$ cat config.mk
export PLATFORM = sky130hd
export DESIGN_NAME = ps2_key_emitter
export DESIGN_NICKNAME = d
export VERILOG_FILES = /design/src/rtl/ps2_key_emitter.sv
export SDC_FILE = /design/constraint.sdc
export NUM_CORES = 1
export LEC_CHECK = 0
export ABC_AREA = 1
export CAP_MARGIN = 20
export CORE_MARGIN = 10
export CORE_UTILIZATION = 40
export CTS_BUF_LIST = sky130_fd_sc_hd__clkbuf_4
export DETAILED_ROUTE_END_ITERATION = 7
export SLEW_MARGIN = 20
export SYNTH_ARGS = -nofsm -noshare
export SYNTH_HDL_FRONTEND = slang
export SYNTH_SLANG_ARGS = --single-unit
$ cat constraint.sdc
create_clock -name clk -period 2.03 [get_ports clk]
set_input_delay 0.609 -clock clk [delete_from_list [all_inputs] [get_ports clk]]
set_output_delay 0.609 -clock clk [all_outputs]
set_load 0.02 [all_outputs]
$ cat src/rtl/ps2_key_emitter.sv
// ASCII to PS/2 set-2 make/break emitter driving push-pull ps2_clk/ps2_data lines.
// Define PS2_EMIT_SHIFT_EN to support uppercase letters and shifted digit symbols.
module ps2_key_emitter #(
    parameter int HALF_CYC = 4000,
    parameter int GAP_CYC  = 20000
) (
    input  logic       clk,
    input  logic       rst,
    input  logic [7:0] ascii,
    input  logic       valid,
    output logic       ready,
    output logic       busy,
    output logic       err,
    output logic       ps2_clk,
    output logic       ps2_data
);

    localparam logic [1:0] IDLE   = 2'd0;
    localparam logic [1:0] BIT_HI = 2'd1;
    localparam logic [1:0] BIT_LO = 2'd2;
    localparam logic [1:0] GAP    = 2'd3;

    localparam logic [15:0] HALF_LAST = 16'(HALF_CYC - 1);
    localparam logic [15:0] GAP_LAST  = 16'(GAP_CYC - 1);

    typedef struct packed {
        logic       ok;
        logic       shift;
        logic [7:0] code;
    } key_t;

    function automatic logic [7:0] letter_code(input logic [4:0] idx);
        case (idx)
            5'd0:  letter_code = 8'h1C;  5'd1:  letter_code = 8'h32;
            5'd2:  letter_code = 8'h21;  5'd3:  letter_code = 8'h23;
            5'd4:  letter_code = 8'h24;  5'd5:  letter_code = 8'h2B;
            5'd6:  letter_code = 8'h34;  5'd7:  letter_code = 8'h33;
            5'd8:  letter_code = 8'h43;  5'd9:  letter_code = 8'h3B;
            5'd10: letter_code = 8'h42;  5'd11: letter_code = 8'h4B;
            5'd12: letter_code = 8'h3A;  5'd13: letter_code = 8'h31;
            5'd14: letter_code = 8'h44;  5'd15: letter_code = 8'h4D;
            5'd16: letter_code = 8'h15;  5'd17: letter_code = 8'h2D;
            5'd18: letter_code = 8'h1B;  5'd19: letter_code = 8'h2C;
            5'd20: letter_code = 8'h3C;  5'd21: letter_code = 8'h2A;
            5'd22: letter_code = 8'h1D;  5'd23: letter_code = 8'h22;
            5'd24: letter_code = 8'h35;  5'd25: letter_code = 8'h1A;
            default: letter_code = 8'h00;
        endcase
    endfunction

    function automatic logic [7:0] digit_code(input logic [3:0] d);
        case (d)
            4'd0: digit_code = 8'h45;  4'd1: digit_code = 8'h16;
            4'd2: digit_code = 8'h1E;  4'd3: digit_code = 8'h26;
            4'd4: digit_code = 8'h25;  4'd5: digit_code = 8'h2E;
            4'd6: digit_code = 8'h36;  4'd7: digit_code = 8'h3D;
            4'd8: digit_code = 8'h3E;  4'd9: digit_code = 8'h46;
            default: digit_code = 8'h00;
        endcase
    endfunction

    logic [1:0]  state;
    logic [15:0] cnt;
    logic [3:0]  bit_idx;
    logic [2:0]  byte_idx;
    logic [7:0]  code_q;
    logic        shift_q;
    logic        err_q;
    key_t        key;
    logic [7:0]  lo_off, dig_off;
    logic [7:0]  cur_byte;
    logic [10:0] frame;
    logic [2:0]  last_byte;

    assign lo_off  = ascii - 8'h61;
    assign dig_off = ascii - 8'h30;

    always_comb begin
        key = '0;
        if (ascii >= 8'h61 && ascii <= 8'h7A) begin
            key.ok   = 1'b1;
            key.code = letter_code(lo_off[4:0]);
        end else if (ascii >= 8'h30 && ascii <= 8'h39) begin
            key.ok   = 1'b1;
            key.code = digit_code(dig_off[3:0]);
        end
`ifdef PS2_EMIT_SHIFT_EN
        else if (ascii >= 8'h41 && ascii <= 8'h5A) begin
            key.ok    = 1'b1;
            key.shift = 1'b1;
            key.code  = letter_code(ascii[4:0] - 5'd1);
        end else begin
            // Shifted symbols share the key of the digit printed beneath them.
            key.shift = 1'b1;
            key.ok    = 1'b1;
            case (ascii)
                8'h29:   key.code = digit_code(4'd0);
                8'h21:   key.code = digit_code(4'd1);
                8'h40:   key.code = digit_code(4'd2);
                8'h23:   key.code = digit_code(4'd3);
                8'h24:   key.code = digit_code(4'd4);
                8'h25:   key.code = digit_code(4'd5);
                8'h5E:   key.code = digit_code(4'd6);
                8'h26:   key.code = digit_code(4'd7);
                8'h2A:   key.code = digit_code(4'd8);
                8'h28:   key.code = digit_code(4'd9);
                default: key = '0;
            endcase
        end
`endif
    end

    // Unshifted: code F0 code. Shifted: 12 code F0 code F0 12.
    always_comb begin
        cur_byte = code_q;
        if (shift_q) begin
            case (byte_idx)
                3'd0, 3'd5: cur_byte = 8'h12;
                3'd2, 3'd4: cur_byte = 8'hF0;
                default:    cur_byte = code_q;
            endcase
        end else if (byte_idx == 3'd1) begin
            cur_byte = 8'hF0;
        end
    end

    assign last_byte = shift_q ? 3'd5 : 3'd2;
    assign frame     = {1'b1, ~^cur_byte, cur_byte, 1'b0};

    always_ff @(posedge clk) begin
        if (rst) begin
            state    <= IDLE;
            cnt      <= '0;
            bit_idx  <= '0;
            byte_idx <= '0;
            code_q   <= '0;
            shift_q  <= 1'b0;
            err_q    <= 1'b0;
        end else begin
            err_q <= 1'b0;
            case (state)
                IDLE: if (valid) begin
                    if (key.ok) begin
                        state    <= BIT_HI;
                        cnt      <= '0;
                        bit_idx  <= '0;
                        byte_idx <= '0;
                        code_q   <= key.code;
                        shift_q  <= key.shift;
                    end else begin
                        err_q <= 1'b1;
                    end
                end
                BIT_HI: if (cnt == HALF_LAST) begin
                    cnt   <= '0;
                    state <= BIT_LO;
                end else begin
                    cnt <= cnt + 16'd1;
                end
                BIT_LO: if (cnt == HALF_LAST) begin
                    cnt <= '0;
                    if (bit_idx == 4'd10) begin
                        bit_idx <= '0;
                        state   <= GAP;
                    end else begin
                        bit_idx <= bit_idx + 4'd1;
                        state   <= BIT_HI;
                    end
                end else begin
                    cnt <= cnt + 16'd1;
                end
                default: if (cnt == GAP_LAST) begin
                    cnt <= '0;
                    if (byte_idx == last_byte) begin
                        state <= IDLE;
                    end else begin
                        byte_idx <= byte_idx + 3'd1;
                        state    <= BIT_HI;
                    end
                end else begin
                    cnt <= cnt + 16'd1;
                end
            endcase
        end
    end

    assign busy     = (state != IDLE);
    assign ready    = ~busy;
    assign err      = err_q;
    assign ps2_clk  = (state != BIT_LO);
    assign ps2_data = (state == BIT_HI || state == BIT_LO) ? frame[bit_idx] : 1'b1;

endmodule
==> impl_metrics.py, run 1 <==
metrics = {
    "timing": {
        "setup_viol": 1,
        "worstMarginPinSlew_ns": 0.450,
        "timing.final.max_slew_violations": 0,
        "min_period_ns": 2.34,
        "setup_slack_ns": -0.308,
        "rsz0062_at_grt": "true",
        "fin_crit_sh_pct": 115,
        "fmax_mhz": 428,
        "max_slew_margin_pct": 70.0,
        "skew_ns": 0.0218,
        "hold_viol_final": 0,
    },
    "yosys": {
        "synthesis.instances": 545,
        "ys_seq_elements": 33,
        "synthTopCellsByArea": "dfxtp_1 20%, nand2_1 17%, nand3_1 8.4%",
        "netlist.area_leader.share_pct": 20.1,
        "yosysUniqueCellTypes": 40,
        "syn-num-nets": 576,
        "seq_area_frac_synth_pct": 20.1,
        "yosys.area.top_type": "dfxtp_1",
        "synth_ff_type": "dfxtp_1",
        "synthesis.area_um2": 3280,
        "yosys-top-cells-count": "152 x nand2_1, 62 x nor2_1, 56 x inv_1, 55 x nand3_1, 33 x dfxtp_1",
        "syn_area_per_cell_um2": 6.02,
        "yosysMostFrequentCell": "nand2_1",
        "yosys_warnings": 0,
        "async_flop_share_pct": 0,
        "synth-edff-count": 0,
    },
    "clocking": {
        "cts_tree": "done",
        "clock_path_buffers": 2,
        "clock-sinks": 33,
        "htree_levels": 2,
        "root_buffer": "clkbuf_4",
        "insertion_delay_ns": 0.35,
        "clkTransAtPathRegs_ns": 0.11,
        "cts_inserted_buffers": 5,
    },
    "placed_design": {
        "place.gp.congestion": 0.911,
        "dp_hpwl_mm": 6.96,
        "port-buffer-count": 15,
    },
    "global_route": {
        "antenna_found_initial": 0,
        "grt_usage_pct": 13.9,
        "met2_usage_pct": 22.8,
        "grt_pass1_wl_mm": 15.3,
        "grt_overflow_total": 0,
        "grt_use_met3_pct": 2.22,
        "grt_max_degree": 18,
        "grt_pass1_vias": 3388,
        "grt.met1_usage_pct": 18.3,
        "grt.busiest_layer": "met2",
    },
    "floorplan": {
        "start_util_pct": 41.8,
        "die_h_um": 111,
        "core-area_um2": 7850,
        "die_w_um": 111,
        "die_area_um2": 12200,
        "rows": 32,
        "io_pins": 16,
    },
    "run_status": {
        "outcome": "finished, violations left",
        "violations": "negative setup slack",
    },
    "drt": {
        "antenna_left": 0,
        "vias": 3673,
        "drc": 0,
        "wl_mm": 9.09,
        "dr.first_iter.drc_count": 180,
        "drt_pass1_iterations": 4,
        "viasPerCell": 5.00,
        "wl_per_cell_um": 12.4,
    },
    "cells_and_area": {
        "final_layout_size_suffix_gt1_share_pct": 27.2,
        "syn_to_final_growth_pct": 31.6,
        "layout.nets": 662,
        "fin_util_pct": 55.0,
        "antenna_cells": 0,
        "n_fill_cell": 812,
    },
    "worst_setup_path": {
        "cp-start-kind": "register",
        "cp_max_fo": 4,
        "crit_chain": "inv_2 -> ha_4 -> nand2_4 -> inv_4 -> a21oi_4 -> o21ai_2 -> xnor2_1 -> nand2_1 -> nand3_1 -> nand2_1 -> nand2_2 -> buf_6",
        "slowest_delay_ns": 0.34,
        "arrival_ns": 1.73,
        "critPathKind": "reg -> out",
        "crit_top_cell": "nand2_1",
        "worst_path_max_delay_cell": "dfxtp_2",
        "required_ns": 1.42,
        "reg2reg_slack_ns": 0.20,
        "endpoint_kind": "output port",
    },
    "pwr": {
        "p_total_mw": 2.70,
        "power_density_nw_per_um2": 627,
        "ir_worst_vdd_mv": 0.260,
        "power_leakage_nw": 1.90,
    },
    "min_path": {
        "hold_class": "reg -> reg",
    },
    "job": {
        "maxCapViolCount": 0,
    },
}
what timing repair did:
item,4_1_cts,5_1_grt
pin swaps,9,15
setup buffers,3,4
gates resized for setup,37,30
setup endpoints to repair,36,34
gates cloned,0,2
hold buffers,0,0
cell type report:
type / instances / area, um2 / area share (%)
sequential: 33 / 662 / 15.3
clock buffer: 8 / 60.1 / 1.39
timing repair buffer: 95 / 788 / 18.3
tap: 102 / 128 / 2.96
multi-input combinational: 431 / 2420 / 56.1
inverter: 64 / 249 / 5.77
timing repair inverter: 1 / 7.51 / 0.174
final timing paths:
path | start | endpoint | depth (start not counted)
setup / recovery | byte_idx[1] | ps2_data | 12
hold reg to reg | cnt[0] | cnt[0] | 2
hold / removal | cnt[0] | cnt[0] | 2
setup reg to reg | cnt[0] | byte_idx[0] | 10
state kept, by name, indices dropped and copies added, names as in the netlist:
| signal | flops |
|---|---|
| bit_idx | 4 |
| byte_idx | 3 |
| cnt | 16 |
| code_q | 7 |
| err | 1 |
| state | 2 |
cell usage in the layout, fill, tap and decap left out, drive strengths merged:
master,netlist,layout
nor2,70,70
ha,20,20
nand3b,2,2
a21oi,38,38
o22ai,1,1
nor4,1,1
and2,1,1
inv,63,63
nand2,171,171
clkdlybuf4s15,0,1
clkdlybuf4s50,0,5
o21bai,2,2
nor3,7,7
nor3b,1,1
xnor2,5,5
buf,9,82
o31ai,1,1
clkinv,1,1
xor2,5,5
dlygate4sd2,0,2
or2,1,1
dfxtp,33,33
a21boi,1,1
nand4,13,13
nand3,59,59
a31oi,1,1
o21ai,28,28
dlymetal6s2s,0,3
clkbuf,8,10
o211ai,3,3
clkinvlp,0,1
power by group:
group          internal (mW)  total, mW  switching (mW)
logic                  0.654       1.54           0.889
clock network          0.178      0.422           0.244
registers              0.700      0.740          0.0400
routing by layer:
metal	routed length (um)	vias up	share of wire, %
met2	4220	60	46
met3	309	10	3.4
li1	-	1929	-
met5	0	-	0
met1	4450	1674	49
met4	119	0	1.3
critical path, delay by kind of cell, from the launching register on:
kind / cells / cell delay (ns)
simple gates: 5 / 0.34
compound gates: 2 / 0.20
fa+ha+maj: 1 / 0.15
flops: 1 / 0.34
xor+xnor: 1 / 0.17
buf+inv: 3 / 0.20
cells by family after synthesis:
kind of cell    count (synthesis)  synth area share, %
buf+inv                        81                 10.6
simple gates                  326                 45.8
fa+ha+maj                      20                 7.63
xor+xnor                       10                 2.67
flops                          33                 20.1
compound gates                 75                 13.2
through the flow:
stage	hold slack, ns	setup TNS, ns	setup slack (ns)	instances	cell area (um2)
after CTS	0.519	-0.332	-0.332	728	4160
after global placement	0.493	-16.28	-0.594	718	4030
after global routing	0.539	-0.433	-0.433	734	4320
final	0.515	-0.308	-0.308	734	4320
after floorplan	0.445	0	0.0156	545	3300
after detailed placement	0.499	-17.22	-0.614	718	4030
No activity file was read; power rests on OpenSTA's default activity.
==> run 2, diff against run 1 <==
Settings changed: CORE_MARGIN 10 to 2, HOLD_SLACK_MARGIN from default to 0.08.
==> run 2 against run 1 <==
The run still ends with negative setup slack left; worst hold slack worse by 0.024 ns; non-clock buffer count shrank 9; clock power shrank 12%; combinational power down 6%; die area down 27%; critical path type unchanged.
==> impl_metrics.py, run 2 (same netlist as run 1, synthesis figures left out) <==
metrics = {
    "run_status": {
        "outcome": "finished, violations left",
        "violations": "negative setup slack",
    },
    "global_route": {
        "grt_usage_pct": 22.6,
        "grt_max_degree": 22,
        "grt_overflow_total": 0,
        "antenna_found_initial": 0,
        "grt_pass1_vias": 3608,
        "grt_pass1_wl_mm": 16.0,
    },
    "clocking": {
        "clkTransAtPathRegs_ns": 0.10,
        "clock_path_buffers": 2,
        "root_buffer": "clkbuf_4",
        "cts_tree": "done",
        "insertion_delay_ns": 0.36,
        "cts_inserted_buffers": 5,
        "clock-sinks": 33,
        "htree_levels": 2,
        "hold_buffers": 0,
    },
    "drt": {
        "highest_layer": "met4",
        "drc": 0,
        "antenna_left": 0,
        "drt_pass1_iterations": 5,
        "dr.first_iter.drc_count": 136,
        "dr_wl_met2_mm": 4.69,
        "met1_length_mm": 4.20,
        "vias": 3670,
        "wl_per_cell_um": 12.8,
        "wl_mm": 9.29,
        "wl_met3_um": 241,
        "viasPerCell": 5.05,
    },
    "pwr": {
        "power_leakage_nw": 1.84,
        "power_density_nw_per_um2": 605,
        "ir_worst_vdd_mv": 0.351,
        "p_total_mw": 2.56,
    },
    "worst_setup_path": {
        "cp_max_fo": 4,
        "endpoint_kind": "output port",
        "cp.depth": 11,
        "reg2regPathDepth": 12,
        "critPathKind": "reg -> out",
        "crit_chain": "ha_4 -> nand2_4 -> buf_6 -> a21oi_2 -> nand3b_1 -> nand3_1 -> nand3_1 -> nand2_1 -> inv_1 -> nand2_2 -> buf_6",
        "cp-start-kind": "register",
        "required_ns": 1.42,
        "worst-path-buf-inv": 3,
        "critPathTopFamily": "simple AND/OR/NAND/NOR gates",
        "slowest_delay_ns": 0.39,
        "arrival_ns": 1.79,
        "worst_path_max_delay_cell": "dfxtp_1",
    },
    "cells_and_area": {
        "final_cell_mix": "145 x nand2_1, 64 x buf_4, 60 x nor2_1, 55 x nand3_1, 52 x inv_1",
        "antenna_cells": 0,
        "largest_reg_flops": 16,
        "layout.nets": 652,
        "reg.largest.list": "cnt (16), code_q (7), bit_idx (4)",
        "final_layout_size_suffix_gt1_share_pct": 25.7,
        "regMostFlops": "cnt",
        "layout_commonest_cell": "nand2_1",
        "n_fill_cell": 877,
        "syn_to_final_growth_pct": 29.1,
    },
    "timing": {
        "skew_ns": 0.0130,
        "fin_tns_setup_ns": -0.365,
        "fmax_mhz": 418,
        "setup_slack_ns": -0.365,
        "holdWs_ns": 0.491,
        "timing.final.max_slew_violations": 0,
        "fin_crit_sh_pct": 118,
        "min_period_ns": 2.39,
        "hold_viol_final": 0,
        "max_slew_margin_pct": 69.7,
        "setup_viol": 1,
        "worstMarginPinSlew_ns": 0.454,
        "rsz0062_at_grt": "true",
    },
    "floorplan": {
        "die_area_um2": 8940,
        "die_w_um": 94.6,
        "start_util_pct": 40.5,
        "rows": 33,
        "die_h_um": 94.6,
        "core-area_um2": 8090,
        "io_pins": 16,
    },
    "placed_design": {
        "port-buffer-count": 15,
        "dp_hpwl_mm": 7.30,
        "place.gp.congestion": 0.918,
    },
    "job": {
        "maxCapViolCount": 0,
    },
    "min_path": {
        "hold_class": "reg -> reg",
        "worstHoldPathCells": 2,
    },
}
-- run 2: changes by cell type in the layout (fill, tap and decap cells not counted), sizes merged --
| cell | before | now |
|---|---|---|
| buf | 82 | 74 |
| clkbuf | 10 | 5 |
| clkdlybuf4s15 | 1 | 0 |
| clkdlybuf4s50 | 5 | 7 |
| clkinv | 1 | 4 |
| clkinvlp | 1 | 0 |
| dlygate4sd2 | 2 | 3 |
| dlymetal6s2s | 3 | 2 |
-- run 2: worst min-delay path, delay by kind of cell (launching register included) --
family | cells | cell delay (ns)
simple gates | 1 | 0.06
compound gates | 1 | 0.06
flops | 1 | 0.33
-- run 2: per-stage QoR --
step	util (%)	instance area (um2)	cells	setup slack (ns)
after floorplan	-	3300	545	0.0156
after global placement	49.6	4020	715	-0.578
after detailed placement	49.6	4020	715	-0.632
after CTS	51.5	4170	727	-0.365
after global routing	52.3	4230	727	-0.510
final	52.3	4230	727	-0.365
-- run 2: final timing paths --
check / startpoint / to / slack [ns]
worst max-delay path: byte_idx[0] / ps2_data / -0.36
worst min register to register: code_q[6] / code_q[6] / 0.49
worst min-delay path: code_q[6] / code_q[6] / 0.49
worst max register to register: cnt[0] / cnt[8] / 0.21
-- run 2: power by group --
part | leakage, nW | total [mW] | switching, mW | internal [mW]
clock | 0.0300 | 0.370 | 0.245 | 0.125
sequential | 0.268 | 0.748 | 0.0477 | 0.700
combinational | 1.54 | 1.44 | 0.850 | 0.594
total | 1.84 | 2.56 | 1.14 | 1.42
-- run 2: layout make-up --
cell class / count / area, um2 / area share [%]
Clock inverter: 3 / 12.5 / 0.296
Sequential cell: 33 / 662 / 15.6
Tap cell: 105 / 131 / 3.10
Timing Repair Buffer: 86 / 722 / 17.1
Multi-Input combinational cell: 431 / 2420 / 57.1
Inverter: 64 / 253 / 5.97
Clock buffer: 5 / 37.5 / 0.887
-- run 2: timing repair --
action / CTS / global route
cloned: 1 / 0
setup buffers: 3 / 0
hold endpoints to repair: 0 / 0
pin swaps: 7 / 10
gates resized for setup: 38 / 25
endpoints found under the setup margin: 36 / 29
-- run 2: routing by layer --
layer	GRT usage, %	vias up
li1	-	1911
met1	27.2	1698
met2	41.5	49
met3	3.35	12
met4	6.52	0
met5	0	-
